===== config.mk =====
export PLATFORM = sky130hd
export DESIGN_NAME = seq_alu
export DESIGN_NICKNAME = d
export VERILOG_FILES = /design/src/rtl/seq_alu_pkg.sv /design/src/rtl/seq_muldiv_unit.sv /design/src/rtl/seq_alu.sv
export SDC_FILE = /design/constraint.sdc
export NUM_CORES = 1
export LEC_CHECK = 0
export BUFFER_PORTS_ARGS = -buffer_cell sky130_fd_sc_hd__buf_2
export CAP_MARGIN = 20
export CELL_PAD_IN_SITES_DETAIL_PLACEMENT = 1
export CELL_PAD_IN_SITES_GLOBAL_PLACEMENT = 1
export CORE_UTILIZATION = 50
export CTS_BUF_LIST = sky130_fd_sc_hd__clkbuf_8
export DETAILED_ROUTE_END_ITERATION = 8
export GPL_TIMING_DRIVEN = 0
export PLACE_DENSITY_LB_ADDON = 0.1
export SLEW_MARGIN = 10
export SYNTH_ARGS = -nofsm -noshare
export SYNTH_HDL_FRONTEND = slang
export SYNTH_SLANG_ARGS = --single-unit

===== constraint.sdc =====
create_clock -name clk -period 10 [get_ports clk]
set_clock_uncertainty 0.2 [all_clocks]
set_input_delay 1.5 -clock clk [delete_from_list [all_inputs] [get_ports clk]]
set_output_delay 1.5 -clock clk [all_outputs]
set_load 0.1 [all_outputs]

===== src/rtl/seq_alu_pkg.sv =====
// seq_alu_pkg
// Shared definitions for the j2 sequential ALU: opcode encodings, the FSM
// state type and a helper that sorts an opcode into its execution class
// (single-cycle, iterative multiply or iterative divide).
package seq_alu_pkg;

  localparam logic [4:0] OP_T    = 5'd0;
  localparam logic [4:0] OP_N    = 5'd1;
  localparam logic [4:0] OP_ADD  = 5'd2;
  localparam logic [4:0] OP_AND  = 5'd3;
  localparam logic [4:0] OP_OR   = 5'd4;
  localparam logic [4:0] OP_XOR  = 5'd5;
  localparam logic [4:0] OP_INV  = 5'd6;
  localparam logic [4:0] OP_EQ   = 5'd7;
  localparam logic [4:0] OP_LT   = 5'd8;
  localparam logic [4:0] OP_SHR  = 5'd9;
  localparam logic [4:0] OP_SHL  = 5'd10;
  localparam logic [4:0] OP_ULT  = 5'd11;
  localparam logic [4:0] OP_SUB  = 5'd12;
  localparam logic [4:0] OP_ASR  = 5'd13;
  localparam logic [4:0] OP_MULL = 5'd14;
  localparam logic [4:0] OP_MULH = 5'd15;
  localparam logic [4:0] OP_DIVU = 5'd16;
  localparam logic [4:0] OP_REMU = 5'd17;

  typedef enum logic [1:0] {
    ST_IDLE = 2'd0,
    ST_MUL  = 2'd1,
    ST_DIV  = 2'd2,
    ST_DONE = 2'd3
  } state_t;

  typedef enum logic [1:0] {
    KIND_SINGLE = 2'd0,
    KIND_MUL    = 2'd1,
    KIND_DIV    = 2'd2
  } op_kind_t;

  // Reserved opcodes fall into the single-cycle class and evaluate to 0.
  function automatic op_kind_t classify_op(input logic [4:0] op);
    op_kind_t kind;
    case (op)
      OP_MULL, OP_MULH: kind = KIND_MUL;
      OP_DIVU, OP_REMU: kind = KIND_DIV;
      default:          kind = KIND_SINGLE;
    endcase
    return kind;
  endfunction

endpackage


===== src/rtl/seq_muldiv_unit.sv =====
// seq_muldiv_unit
// Iterative multiply / unsigned divide engine sharing one iteration counter.
// Ports:
//   clk, reset     clock and asynchronous active-high reset
//   load           start a new operation with operands a, b
//   kind           0 = multiply (a*b), 1 = divide (a/b, a%b)
//   a, b           operands (a = N, b = T)
//   cancel         abort the running operation
//   last           the current cycle performs the final iteration
//   prod_hi/lo     product after this cycle's iteration
//   quot/rem       quotient / remainder after this cycle's iteration
// The result outputs show the value the registers take at the next edge, so
// the owner can capture the finished result on the same edge as the final
// iteration (when last is high).
module seq_muldiv_unit
  import seq_alu_pkg::*;
#(
  parameter int WIDTH = 16,
  parameter int SHW   = $clog2(WIDTH)
) (
  input  logic             clk,
  input  logic             reset,
  input  logic             load,
  input  logic             kind,
  input  logic [WIDTH-1:0] a,
  input  logic [WIDTH-1:0] b,
  input  logic             cancel,
  output logic             last,
  output logic [WIDTH-1:0] prod_hi,
  output logic [WIDTH-1:0] prod_lo,
  output logic [WIDTH-1:0] quot,
  output logic [WIDTH-1:0] rem
);

  logic               active_q, active_d;
  logic               kind_q, kind_d;
  logic [SHW-1:0]     count_q, count_d;
  logic [WIDTH-1:0]   operand_q, operand_d;
  logic [2*WIDTH-1:0] mul_acc_q, mul_acc_d;
  logic [WIDTH:0]     div_rem_q, div_rem_d;
  logic [WIDTH-1:0]   div_quot_q, div_quot_d;

  logic [WIDTH:0]     mul_sum;
  logic [2*WIDTH-1:0] mul_step;
  logic [WIDTH:0]     div_shift;
  logic [WIDTH:0]     div_diff;
  logic               div_fits;
  logic [WIDTH:0]     div_rem_step;
  logic [WIDTH-1:0]   div_quot_step;

  // One iteration of each datapath. Multiply keeps the multiplier in the low
  // half of the accumulator and shifts the running sum in from the top.
  // Divide is restoring: shift in the next dividend bit, subtract the
  // divisor if it fits. A set remainder MSB always means the divisor fits.
  always_comb begin
    mul_sum       = {1'b0, mul_acc_q[2*WIDTH-1:WIDTH]}
                  + (mul_acc_q[0] ? {1'b0, operand_q} : '0);
    mul_step      = {mul_sum, mul_acc_q[WIDTH-1:1]};
    div_shift     = {div_rem_q[WIDTH-1:0], div_quot_q[WIDTH-1]};
    div_diff      = div_shift - {1'b0, operand_q};
    div_fits      = div_rem_q[WIDTH] || (div_shift >= {1'b0, operand_q});
    div_rem_step  = div_fits ? div_diff : div_shift;
    div_quot_step = {div_quot_q[WIDTH-2:0], div_fits};
  end

  assign last    = active_q && (count_q == SHW'(WIDTH - 1));
  assign prod_hi = mul_step[2*WIDTH-1:WIDTH];
  assign prod_lo = mul_step[WIDTH-1:0];
  assign quot    = div_quot_step;
  assign rem     = div_rem_step[WIDTH-1:0];

  // Load, iterate and retire control for the shared counter and datapaths.
  always_comb begin
    active_d   = active_q;
    kind_d     = kind_q;
    count_d    = count_q;
    operand_d  = operand_q;
    mul_acc_d  = mul_acc_q;
    div_rem_d  = div_rem_q;
    div_quot_d = div_quot_q;
    if (cancel) begin
      active_d = 1'b0;
      count_d  = '0;
    end else if (load) begin
      active_d = 1'b1;
      kind_d   = kind;
      count_d  = '0;
      if (kind) begin
        operand_d  = b;
        div_rem_d  = '0;
        div_quot_d = a;
      end else begin
        operand_d = a;
        mul_acc_d = {{WIDTH{1'b0}}, b};
      end
    end else if (active_q) begin
      count_d = count_q + 1'b1;
      if (kind_q) begin
        div_rem_d  = div_rem_step;
        div_quot_d = div_quot_step;
      end else begin
        mul_acc_d = mul_step;
      end
      if (last) begin
        active_d = 1'b0;
        count_d  = '0;
      end
    end
  end

  always_ff @(posedge clk or posedge reset) begin
    if (reset) begin
      active_q   <= 1'b0;
      kind_q     <= 1'b0;
      count_q    <= '0;
      operand_q  <= '0;
      mul_acc_q  <= '0;
      div_rem_q  <= '0;
      div_quot_q <= '0;
    end else begin
      active_q   <= active_d;
      kind_q     <= kind_d;
      count_q    <= count_d;
      operand_q  <= operand_d;
      mul_acc_q  <= mul_acc_d;
      div_rem_q  <= div_rem_d;
      div_quot_q <= div_quot_d;
    end
  end

endmodule


===== src/rtl/seq_alu.sv =====
// seq_alu
// Sequential ALU for the j2 stack core. Single-cycle T/N operations return a
// registered result one cycle after accept; MULL/MULH and DIVU/REMU iterate
// one bit per cycle in seq_muldiv_unit and hold busy meanwhile.
// Ports:
//   clk, reset      clock and asynchronous active-high reset
//   start           request, accepted when start && ready && !cancel
//   op, t_in, n_in  opcode and operands, captured at accept
//   cancel          synchronous abort back to IDLE
//   ready           high in IDLE and DONE
//   busy            high in MUL and DIV
//   done            one-cycle pulse with result valid
//   result          last result, held until the next done
//   div_by_zero     set with done for DIVU/REMU with T == 0
module seq_alu
  import seq_alu_pkg::*;
#(
  parameter int WIDTH = 16,
  parameter int SHW   = $clog2(WIDTH)
) (
  input  logic             clk,
  input  logic             reset,
  input  logic             start,
  input  logic [4:0]       op,
  input  logic [WIDTH-1:0] t_in,
  input  logic [WIDTH-1:0] n_in,
  input  logic             cancel,
  output logic             ready,
  output logic             busy,
  output logic             done,
  output logic [WIDTH-1:0] result,
  output logic             div_by_zero
);

  state_t           state_q, state_d;
  logic [WIDTH-1:0] result_q, result_d;
  logic             dbz_q, dbz_d;
  logic             sel_alt_q, sel_alt_d;

  logic             accept;
  op_kind_t         op_kind;
  logic             md_load;
  logic             md_kind;
  logic             md_last;
  logic [WIDTH-1:0] md_prod_hi;
  logic [WIDTH-1:0] md_prod_lo;
  logic [WIDTH-1:0] md_quot;
  logic [WIDTH-1:0] md_rem;

  logic [WIDTH-1:0] alu_value;
  logic             shift_big;
  logic [SHW-1:0]   shamt;

  assign ready  = (state_q == ST_IDLE) || (state_q == ST_DONE);
  assign busy   = (state_q == ST_MUL) || (state_q == ST_DIV);
  assign done   = (state_q == ST_DONE);
  assign result = result_q;
  assign div_by_zero = dbz_q;

  assign accept  = start && ready && !cancel;
  assign op_kind = classify_op(op);
  assign md_kind = (op_kind == KIND_DIV);

  seq_muldiv_unit #(
    .WIDTH (WIDTH),
    .SHW   (SHW)
  ) u_muldiv (
    .clk     (clk),
    .reset   (reset),
    .load    (md_load),
    .kind    (md_kind),
    .a       (n_in),
    .b       (t_in),
    .cancel  (cancel),
    .last    (md_last),
    .prod_hi (md_prod_hi),
    .prod_lo (md_prod_lo),
    .quot    (md_quot),
    .rem     (md_rem)
  );

  // Single-cycle datapath. Shift amounts of WIDTH or more saturate instead
  // of wrapping through the truncated shamt.
  always_comb begin
    shift_big = (t_in >= WIDTH'(WIDTH));
    shamt     = t_in[SHW-1:0];
    alu_value = '0;
    case (op)
      OP_T:    alu_value = t_in;
      OP_N:    alu_value = n_in;
      OP_ADD:  alu_value = t_in + n_in;
      OP_AND:  alu_value = t_in & n_in;
      OP_OR:   alu_value = t_in | n_in;
      OP_XOR:  alu_value = t_in ^ n_in;
      OP_INV:  alu_value = ~t_in;
      OP_EQ:   alu_value = {WIDTH{n_in == t_in}};
      OP_LT:   alu_value = {WIDTH{$signed(n_in) < $signed(t_in)}};
      OP_SHR:  alu_value = shift_big ? '0 : (n_in >> shamt);
      OP_SHL:  alu_value = shift_big ? '0 : (n_in << shamt);
      OP_ULT:  alu_value = {WIDTH{n_in < t_in}};
      OP_SUB:  alu_value = n_in - t_in;
      OP_ASR:  alu_value = shift_big ? {WIDTH{n_in[WIDTH-1]}}
                                     : $unsigned($signed(n_in) >>> shamt);
      default: alu_value = '0;
    endcase
  end

  // FSM and output register updates. sel_alt remembers op[0], which picks
  // the high product for MULH and the remainder for REMU.
  always_comb begin
    state_d   = state_q;
    result_d  = result_q;
    dbz_d     = dbz_q;
    sel_alt_d = sel_alt_q;
    md_load   = 1'b0;
    if (cancel) begin
      state_d = ST_IDLE;
    end else begin
      case (state_q)
        ST_IDLE, ST_DONE: begin
          if (accept) begin
            case (op_kind)
              KIND_MUL: begin
                state_d   = ST_MUL;
                md_load   = 1'b1;
                sel_alt_d = op[0];
              end
              KIND_DIV: begin
                if (t_in == '0) begin
                  state_d  = ST_DONE;
                  result_d = op[0] ? n_in : '1;
                  dbz_d    = 1'b1;
                end else begin
                  state_d   = ST_DIV;
                  md_load   = 1'b1;
                  sel_alt_d = op[0];
                end
              end
              default: begin
                state_d  = ST_DONE;
                result_d = alu_value;
                dbz_d    = 1'b0;
              end
            endcase
          end else begin
            state_d = ST_IDLE;
          end
        end
        ST_MUL: begin
          if (md_last) begin
            state_d  = ST_DONE;
            result_d = sel_alt_q ? md_prod_hi : md_prod_lo;
            dbz_d    = 1'b0;
          end
        end
        ST_DIV: begin
          if (md_last) begin
            state_d  = ST_DONE;
            result_d = sel_alt_q ? md_rem : md_quot;
            dbz_d    = 1'b0;
          end
        end
        default: state_d = ST_IDLE;
      endcase
    end
  end

  always_ff @(posedge clk or posedge reset) begin
    if (reset) begin
      state_q   <= ST_IDLE;
      result_q  <= '0;
      dbz_q     <= 1'b0;
      sel_alt_q <= 1'b0;
    end else begin
      state_q   <= state_d;
      result_q  <= result_d;
      dbz_q     <= dbz_d;
      sel_alt_q <= sel_alt_d;
    end
  end

endmodule


==> results.json, run 1 <==
{
  "status": "finished, final reports clean",
  "synth.yosys.seq_area_share": 0.233,
  "fmax_mhz": 158,
  "syn_nets": 1671,
  "grt_pass1_wl_um": 84200,
  "synth_area_leaders": "dfrtp_1, ha_1, o21ai_0, nand2_1, a21oi_1",
  "min_period_over_period": 0.633,
  "fill_cells": 2930,
  "htreeDepth": 3,
  "vias_per_cell": 7.10,
  "cp_data_arrival_time_ns": 6.45,
  "cts_setup_buffers": 0,
  "netlist_area_um2": 11500,
  "grtUsageMet2": 0.751,
  "clk_latency_ns": 0.42,
  "async_reset_ff_frac": 1.00,
  "num-nets-final": 1742,
  "grt_pass1_vias": 13329,
  "area_delta_synth_final_pct": 7.64,
  "drt_iter0_markers": 1601,
  "grt_use_total": 0.476,
  "max-vdd-ir-drop_v": 0.000138,
  "drive_above_1_share": 0.0751,
  "vias": 13474,
  "cts-root-buf": "clkbuf_8",
  "yosys.area.top_type": "dfrtp_1",
  "regToRegStartpoint": "state_q[0]$_DFFE_PP0P_",
  "powerDensity_nw_per_um2": 179,
  "tns_ns": 0,
  "multi_input_comb_area_um2": 8060,
  "first_pass_iters": 6,
  "cts_buffer_depth": 2,
  "utilization": 0.548,
  "cts_tree": "done",
  "cts_resized": 0,
  "routed_wl_um": 55900,
  "die_h_um": 154,
  "setup_viol": 0,
  "overflow": 0,
  "maxSlewViolCount": 0,
  "clkTransAtPathRegs_ns": 0.13,
  "worstHoldStart": "u_muldiv.mul_acc_q[27]$_DFFE_PP0P_",
  "rows": 55,
  "ios": 61,
  "ys_types": 79,
  "path_cells": "buf_2, clkbuf_1, inv_1, buf_1, clkbuf_1, ha_1, or4_1, nor3_1, nand4_1, o31ai_1, a31oi_4, inv_1, a2111oi_0, a31oi_1, o32a_1",
  "drc": 0,
  "startpoint_type": "primary input",
  "die_x_um": 154,
  "crit_start": "t_in[1]",
  "crit_buf_inv": 6,
  "routabilityCongestion": 1.09,
  "max_slew_margin": 0.119,
  "portBuffers": 59,
  "end_kind": "flop",
  "initial_core_util": 0.509,
  "cts_num_sinks": 107,
  "coreArea_um2": 22600,
  "cts_made_buffers": 9,
  "syn_inst": 1536,
  "holdBufCountCts": 0,
  "p_leak_uw": 0.00534,
  "hold_slack_ns": 0.333,
  "rsz0062_at_grt": "no",
  "antenna_found_initial": 1,
  "cp_slowest_stage_delay_ns": 0.97,
  "syn_avg_cell_area_um2": 7.48,
  "crit_path_max_fanout": 12,
  "hold_path_class": "flop to flop",
  "seq_area_um2": 2680,
  "crit_type": "primary input to flop",
  "grt_max_degree": 63,
  "yosysTopAreaCellShare": 0.233,
  "grt_util_met1": 0.588,
  "critPathTopFamily": "buffers and inverters",
  "hold_viol": 0,
  "grt.busiest_layer": "met2",
  "yosys_warnings": 0,
  "drv_cap": 0,
  "required_ns": 10.12,
  "n_antenna_cell": 0,
  "period_minus_slack_ns": 6.33,
  "synth_flop_cell": "dfrtp_1",
  "synth_edf_count": 0,
  "wire_per_inst_um": 29.5,
  "synth.ff_latch_count": 107,
  "ant_nets": 0,
  "grt_util_met3": 0.0967,
  "dieArea_um2": 23600,
  "worst_slew_pin_slew_ns": 1.29,
  "hpwl_um": 43300,
  "cpMaxStageDelayCell": "a2111oi_0"
}
-- synthesized netlist by cell type (all sizes together), types with 7 or more instances --
cell,n
o21ai,164
nand2,195
ha,90
o32a,9
nand4,9
o21a,7
a21oi,139
o211ai,21
o22ai,12
clkbuf,83
a221oi,13
xor2,9
buf,21
dfrtp,107
nor2b,13
mux2i,46
and3,7
a21o,23
mux4,8
and2,23
a211o,9
nor3,26
a2111oi,11
inv,88
nand3,27
o221ai,10
xnor2,24
a22oi,10
a221o,10
nand2b,10
a211oi,20
nor2,139
a31oi,27
o31ai,11
a22o,16
nor4,13
o2111ai,10
-- per-stage QoR --
step / worst slack, ns / instances / instance area (um^2) / power [uW]
final: 3.67 / 1897 / 12400 / 2210
after global routing: 3.70 / 1897 / 12400 / 2280
after CTS: 4.08 / 1897 / 12400 / 2160
after detailed placement: 3.63 / 1881 / 12200 / 1880
after global placement: 3.56 / 1880 / 12100 / 1840
after floorplan: 5.11 / 1536 / 11500 / 1460
-- worst register-to-register path, stage by stage (launching register included) --
cell	delay [ns]
dfrtp_1	0.41
inv_1	0.07
ha_1	0.30
clkbuf_1	0.21
and2_1	0.26
o21ai_0	0.19
o211ai_1	0.13
a2111oi_1	0.92
nand3_1	0.19
nor4_1	0.77
o221ai_1	0.43
o2bb2ai_1	0.23
-- placed cells by master (no fill, tap or decap), types with 7 or more instances in the layout --
cell type  count
inv_1         86
nor2_1       138
a21o_1        23
ha_1          90
buf_1          8
nor3_1        25
nand4_1        9
o21ai_0      158
o221ai_1      10
a31oi_1       26
mux4_2         8
o211ai_1      21
mux2i_1       46
nor2b_1       13
a211oi_1      20
nand2b_1      10
o31ai_1       11
a22o_1        16
buf_2         69
o2111ai_1     10
dfrtp_1      107
a211o_1        9
a2111oi_0     10
nand3_1       27
and3_1         7
a221o_1       10
a22oi_1       10
o32a_1         9
clkbuf_8       9
clkbuf_1      83
nor4_1        10
o21a_1         7
a21oi_1      138
nand2_1      194
xor2_1         9
and2_1        22
xnor2_1       24
o22ai_1       12
a221oi_1      13
-- path summary, 6_finish.rpt --
check / to / slack (ns) / depth (start not counted)
hold / removal: u_muldiv.mul_acc_q[27]$_DFFE_PP0P_ / 0.33 / 1
hold reg to reg: u_muldiv.mul_acc_q[27]$_DFFE_PP0P_ / 0.33 / 1
setup / recovery: result[15]$_DFFE_PP0P_ / 3.67 / 15
setup reg to reg: result[13]$_DFFE_PP0P_ / 5.59 / 11
min in group asynchronous: state_q[1]$_DFFE_PP0P_ / 0.89 / 2
max in group asynchronous: u_muldiv.div_rem_q[9]$_DFFE_PP0P_ / 8.01 / 3
-- state kept, by name, summed over array words and instances, names as in the netlist --
| signal | count |
|---|---|
| div_by_zero | 1 |
| u_muldiv.active_q | 1 |
| u_muldiv.count_q | 4 |
| u_muldiv.div_quot_q | 16 |
| sel_alt_q | 1 |
| u_muldiv.div_rem_q | 17 |
| u_muldiv.mul_acc_q | 32 |
| result | 16 |
| state_q | 2 |
| u_muldiv.operand_q | 16 |
| u_muldiv.kind_q | 1 |
-- cell families (layout without fill, tap and decap cells) --
logic type | count (synthesis) | after routing | share of synthesized area
AOI/OAI and AO/OA | 570 | 570 | 0.322
xor gates and xnor gates | 33 | 33 | 0.0252
adders and majority gates | 94 | 94 | 0.105
buffers and inverters | 192 | 268 | 0.0655
DFF | 107 | 107 | 0.233
muxes | 60 | 60 | 0.0620
and+or+nand+nor | 480 | 480 | 0.187
-- routing by layer --
layer,vias to the layer above,share of wire
met3,251,0.096
met5,-,0
met2,895,0.44
li1,5755,-
met1,6573,0.38
met4,0,0.078
-- power breakdown --
part / total, uW / switching, uW / internal, uW
combinational: 1390 / 1030 / 352
sequential: 550 / 60.0 / 490
clock: 277 / 180 / 97.4
-- final cells by class --
| cell class | instances | area share |
|---|---|---|
| timing repair buffer | 60 | 0.0261 |
| tap | 285 | 0.0288 |
| clock inverter | 7 | 0.00547 |
| inverter | 88 | 0.0271 |
| multi-input combinational | 1237 | 0.652 |
| buffer | 104 | 0.0341 |
| clock buffer | 9 | 0.0100 |
| sequential | 107 | 0.217 |
No activity file was read; power rests on OpenSTA's default activity.
==> run 2: changes to the inputs <==
--- a/config.mk
+++ b/config.mk
@@ -5,11 +5,12 @@
 export SDC_FILE = /design/constraint.sdc
 export NUM_CORES = 1
 export LEC_CHECK = 0
+export ABC_AREA = 1
 export BUFFER_PORTS_ARGS = -buffer_cell sky130_fd_sc_hd__buf_2
 export CAP_MARGIN = 20
 export CELL_PAD_IN_SITES_DETAIL_PLACEMENT = 1
 export CELL_PAD_IN_SITES_GLOBAL_PLACEMENT = 1
-export CORE_UTILIZATION = 50
+export CORE_UTILIZATION = 41
 export CTS_BUF_LIST = sky130_fd_sc_hd__clkbuf_8
 export DETAILED_ROUTE_END_ITERATION = 8
 export GPL_TIMING_DRIVEN = 0
==> constraint.sdc (replaced) <==
create_clock -name clk -period 5.3 [get_ports clk]
set_clock_uncertainty 0.2 [all_clocks]
set_input_delay 0.795 -clock clk [delete_from_list [all_inputs] [get_ports clk]]
set_output_delay 0.795 -clock clk [all_outputs]
set_load 0.1 [all_outputs]
==> run 2 against run 1 <==
Combinational power up 73%. First-iteration DRC count down 8.2%. Core utilization down 9.5 points. Sequential share of layout area down 2.4 points. Non-clock buffer count down 23. Hold slack worse by 0.15 ns. Routed wire length up 10%. Global-route usage down 8.7 points.
==> results.json, run 2 <==
{
  "status": "finished, final reports clean",
  "cp_data_arrival_time_ns": 4.56,
  "dieArea_um2": 32000,
  "powerDensity_nw_per_um2": 297,
  "overflow": 0,
  "yosys.area.top_type": "dfrtp_1",
  "crit_path_max_fanout": 11,
  "clk_latency_ns": 0.43,
  "synth_area_leaders": "dfrtp_1, nand2_1, ha_1, nand3_1, inv_1",
  "synthMuxAreaShare": 0.000781,
  "antenna_found_initial": 1,
  "setup_ws_ns": 0.845,
  "routabilityCongestion": 1.00,
  "hpwl_um": 50800,
  "coreArea_um2": 30700,
  "max_slew_margin": 0.403,
  "vias_per_cell": 5.81,
  "crit_type": "primary input to flop",
  "initial_core_util": 0.418,
  "num-nets-final": 2412,
  "min_period_over_period": 0.841,
  "yosys.area_share.adder": 0.0941,
  "yosysTopAreaCellShare": 0.209,
  "fmax_mhz": 224,
  "async_reset_ff_frac": 1.00,
  "synth-simple-area-share": 0.404,
  "cts_num_sinks": 107,
  "required_ns": 5.41,
  "cts_resized": 0,
  "synth_top_family_by_area": "simple AND/OR/NAND/NOR gates",
  "maxSlewViolCount": 0,
  "die_x_um": 179,
  "p_leak_uw": 0.00775,
  "die_h_um": 179,
  "cts-root-buf": "clkbuf_8",
  "dp_cells": 2662,
  "holdBufCountCts": 0,
  "cts_tree": "done",
  "final_cell_mix": "nand2_1, inv_1, nor2_1",
  "rows": 64,
  "drc": 0,
  "synth_xor_area_frac": 0.0123,
  "yosys.cell_count.top_type": "nand2_1",
  "portBuffers": 60,
  "utilization": 0.452,
  "n_antenna_cell": 0,
  "yosys_warnings": 0,
  "ys_types": 48,
  "ant_nets": 0,
  "syn_nets": 2340,
  "startpoint_type": "primary input",
  "grt_use_total": 0.388,
  "synth_compound_area_frac": 0.163,
  "pre_cts_slack_ns": 0.525,
  "largest_register_ffs": 32,
  "cts_made_buffers": 9,
  "first_pass_iters": 6,
  "grt_max_degree": 64,
  "tns_ns": 0,
  "regMostFlops": "u_muldiv.mul_acc_q",
  "cts_buffer_depth": 2,
  "clkTransAtPathRegs_ns": 0.12,
  "synth.top_cells.by_count": "nand2_1, inv_1, nor2_1",
  "end_kind": "flop",
  "vias": 15567,
  "worst_slew_pin_slew_ns": 0.895,
  "synth.yosys.seq_area_share": 0.209,
  "synth_edf_count": 0,
  "layout_commonest_cell": "nand2_1",
  "period_minus_slack_ns": 4.46,
  "synth.ff_latch_count": 107,
  "reg_top3": "u_muldiv.mul_acc_q (32), u_muldiv.div_rem_q (17)",
  "syn_inst": 2205,
  "drive_above_1_share": 0.0754,
  "hold_path_class": "primary input to async pin",
  "wire_per_inst_um": 23.0,
  "setup_viol": 0,
  "routed_wl_um": 61600,
  "syn_avg_cell_area_um2": 5.81,
  "hold_viol": 0,
  "max-vdd-ir-drop_v": 0.000821,
  "drv_cap": 0,
  "grt_pass1_vias": 15008,
  "netlist_area_um2": 12800,
  "rsz0062_at_grt": "no",
  "ios": 61,
  "grt_pass1_wl_um": 91200,
  "htreeDepth": 3,
  "fin_cells": 2678,
  "drt_iter0_markers": 1470,
  "area_delta_synth_final_pct": 8.28,
  "synth_flop_cell": "dfrtp_1",
  "cts_setup_buffers": 0
}
## run 2: changes by cell type in the layout (fill, tap and decap cells not counted), moves of 42 or more
cell	before	now
inv_1	86	279
clkbuf_1	83	41
nor2_1	138	227
nand2_1	194	686
mux2i_1	46	1
nand3_1	27	220
## run 2: layer usage
metal	share of wire	vias up	GRT usage	wire length, um
met2	0.42	642	0.568	25600
li1	-	7249	-	-
met5	0	-	0	0
met3	0.091	114	0.0770	5630
met1	0.46	7562	0.566	28500
met4	0.031	0	0.121	1900
## run 2: cells by family after synthesis
group,Yosys count
xor gates and xnor gates,18
and+or+nand+nor,1233
adders and majority gates,94
AOI/OAI and AO/OA,377
muxes,1
DFF,107
buffers and inverters,375
## run 2: power breakdown
group          leakage [uW]  internal, uW  switching [uW]
clock              0.000117           284             341
sequential          0.00126           975             107
combinational       0.00638           539            1870
## run 2: path summary, 6_finish.rpt
path | start | endpoint | slack (ns) | depth (start not counted)
min reg2reg | u_muldiv.mul_acc_q[19]$_DFFE_PP0P_ | u_muldiv.mul_acc_q[19]$_DFFE_PP0P_ | 0.30 | 2
max reg2reg | u_muldiv.mul_acc_q[0]$_DFFE_PP0P_ | result[7]$_DFFE_PP0P_ | 1.24 | 18
min in group clk | u_muldiv.mul_acc_q[19]$_DFFE_PP0P_ | u_muldiv.mul_acc_q[19]$_DFFE_PP0P_ | 0.30 | 2
min | reset | u_muldiv.mul_acc_q[28]$_DFFE_PP0P_ | 0.18 | 2
max | t_in[2] | result[7]$_DFFE_PP0P_ | 0.84 | 19
max in group asynchronous | reset | u_muldiv.div_rem_q[16]$_DFFE_PP0P_ | 4.00 | 3
## run 2: metrics by stage
stage	power (uW)	cell area, um^2	hold WS (ns)
floorplan	2740	12800	0.248
global placement	3370	13600	0.262
detailed placement	3440	13600	0.272
CTS	4070	13900	0.188
global route	4310	13900	0.204
finish	4120	13900	0.179
## run 2: cell type report
| class | instances | area [um^2] |
|---|---|---|
| fill | 4387 | 16800 |
| inverter | 295 | 1120 |
| clock inverter | 6 | 95.1 |
| multi-input combinational | 1723 | 8650 |
| buffer | 80 | 377 |
| clock buffer | 10 | 138 |
| sequential | 107 | 2680 |
| timing repair buffer | 61 | 328 |
| tap | 396 | 495 |
## run 2: worst max-delay path, stage by stage
cell,delay (ns)
buf_2,0.10
buf_2,0.18
clkinv_1,0.29
clkbuf_1,0.46
ha_1,0.48
clkbuf_1,0.43
nor2_1,0.15
nand2_1,0.09
nand3_1,0.14
nand2_1,0.12
nand2_1,0.07
o21ai_0,0.17
nor2_1,0.06
nor2_1,0.30
nand4_1,0.22
nand2_1,0.12
nand2_1,0.06
nor2_1,0.23
nor2_1,0.07
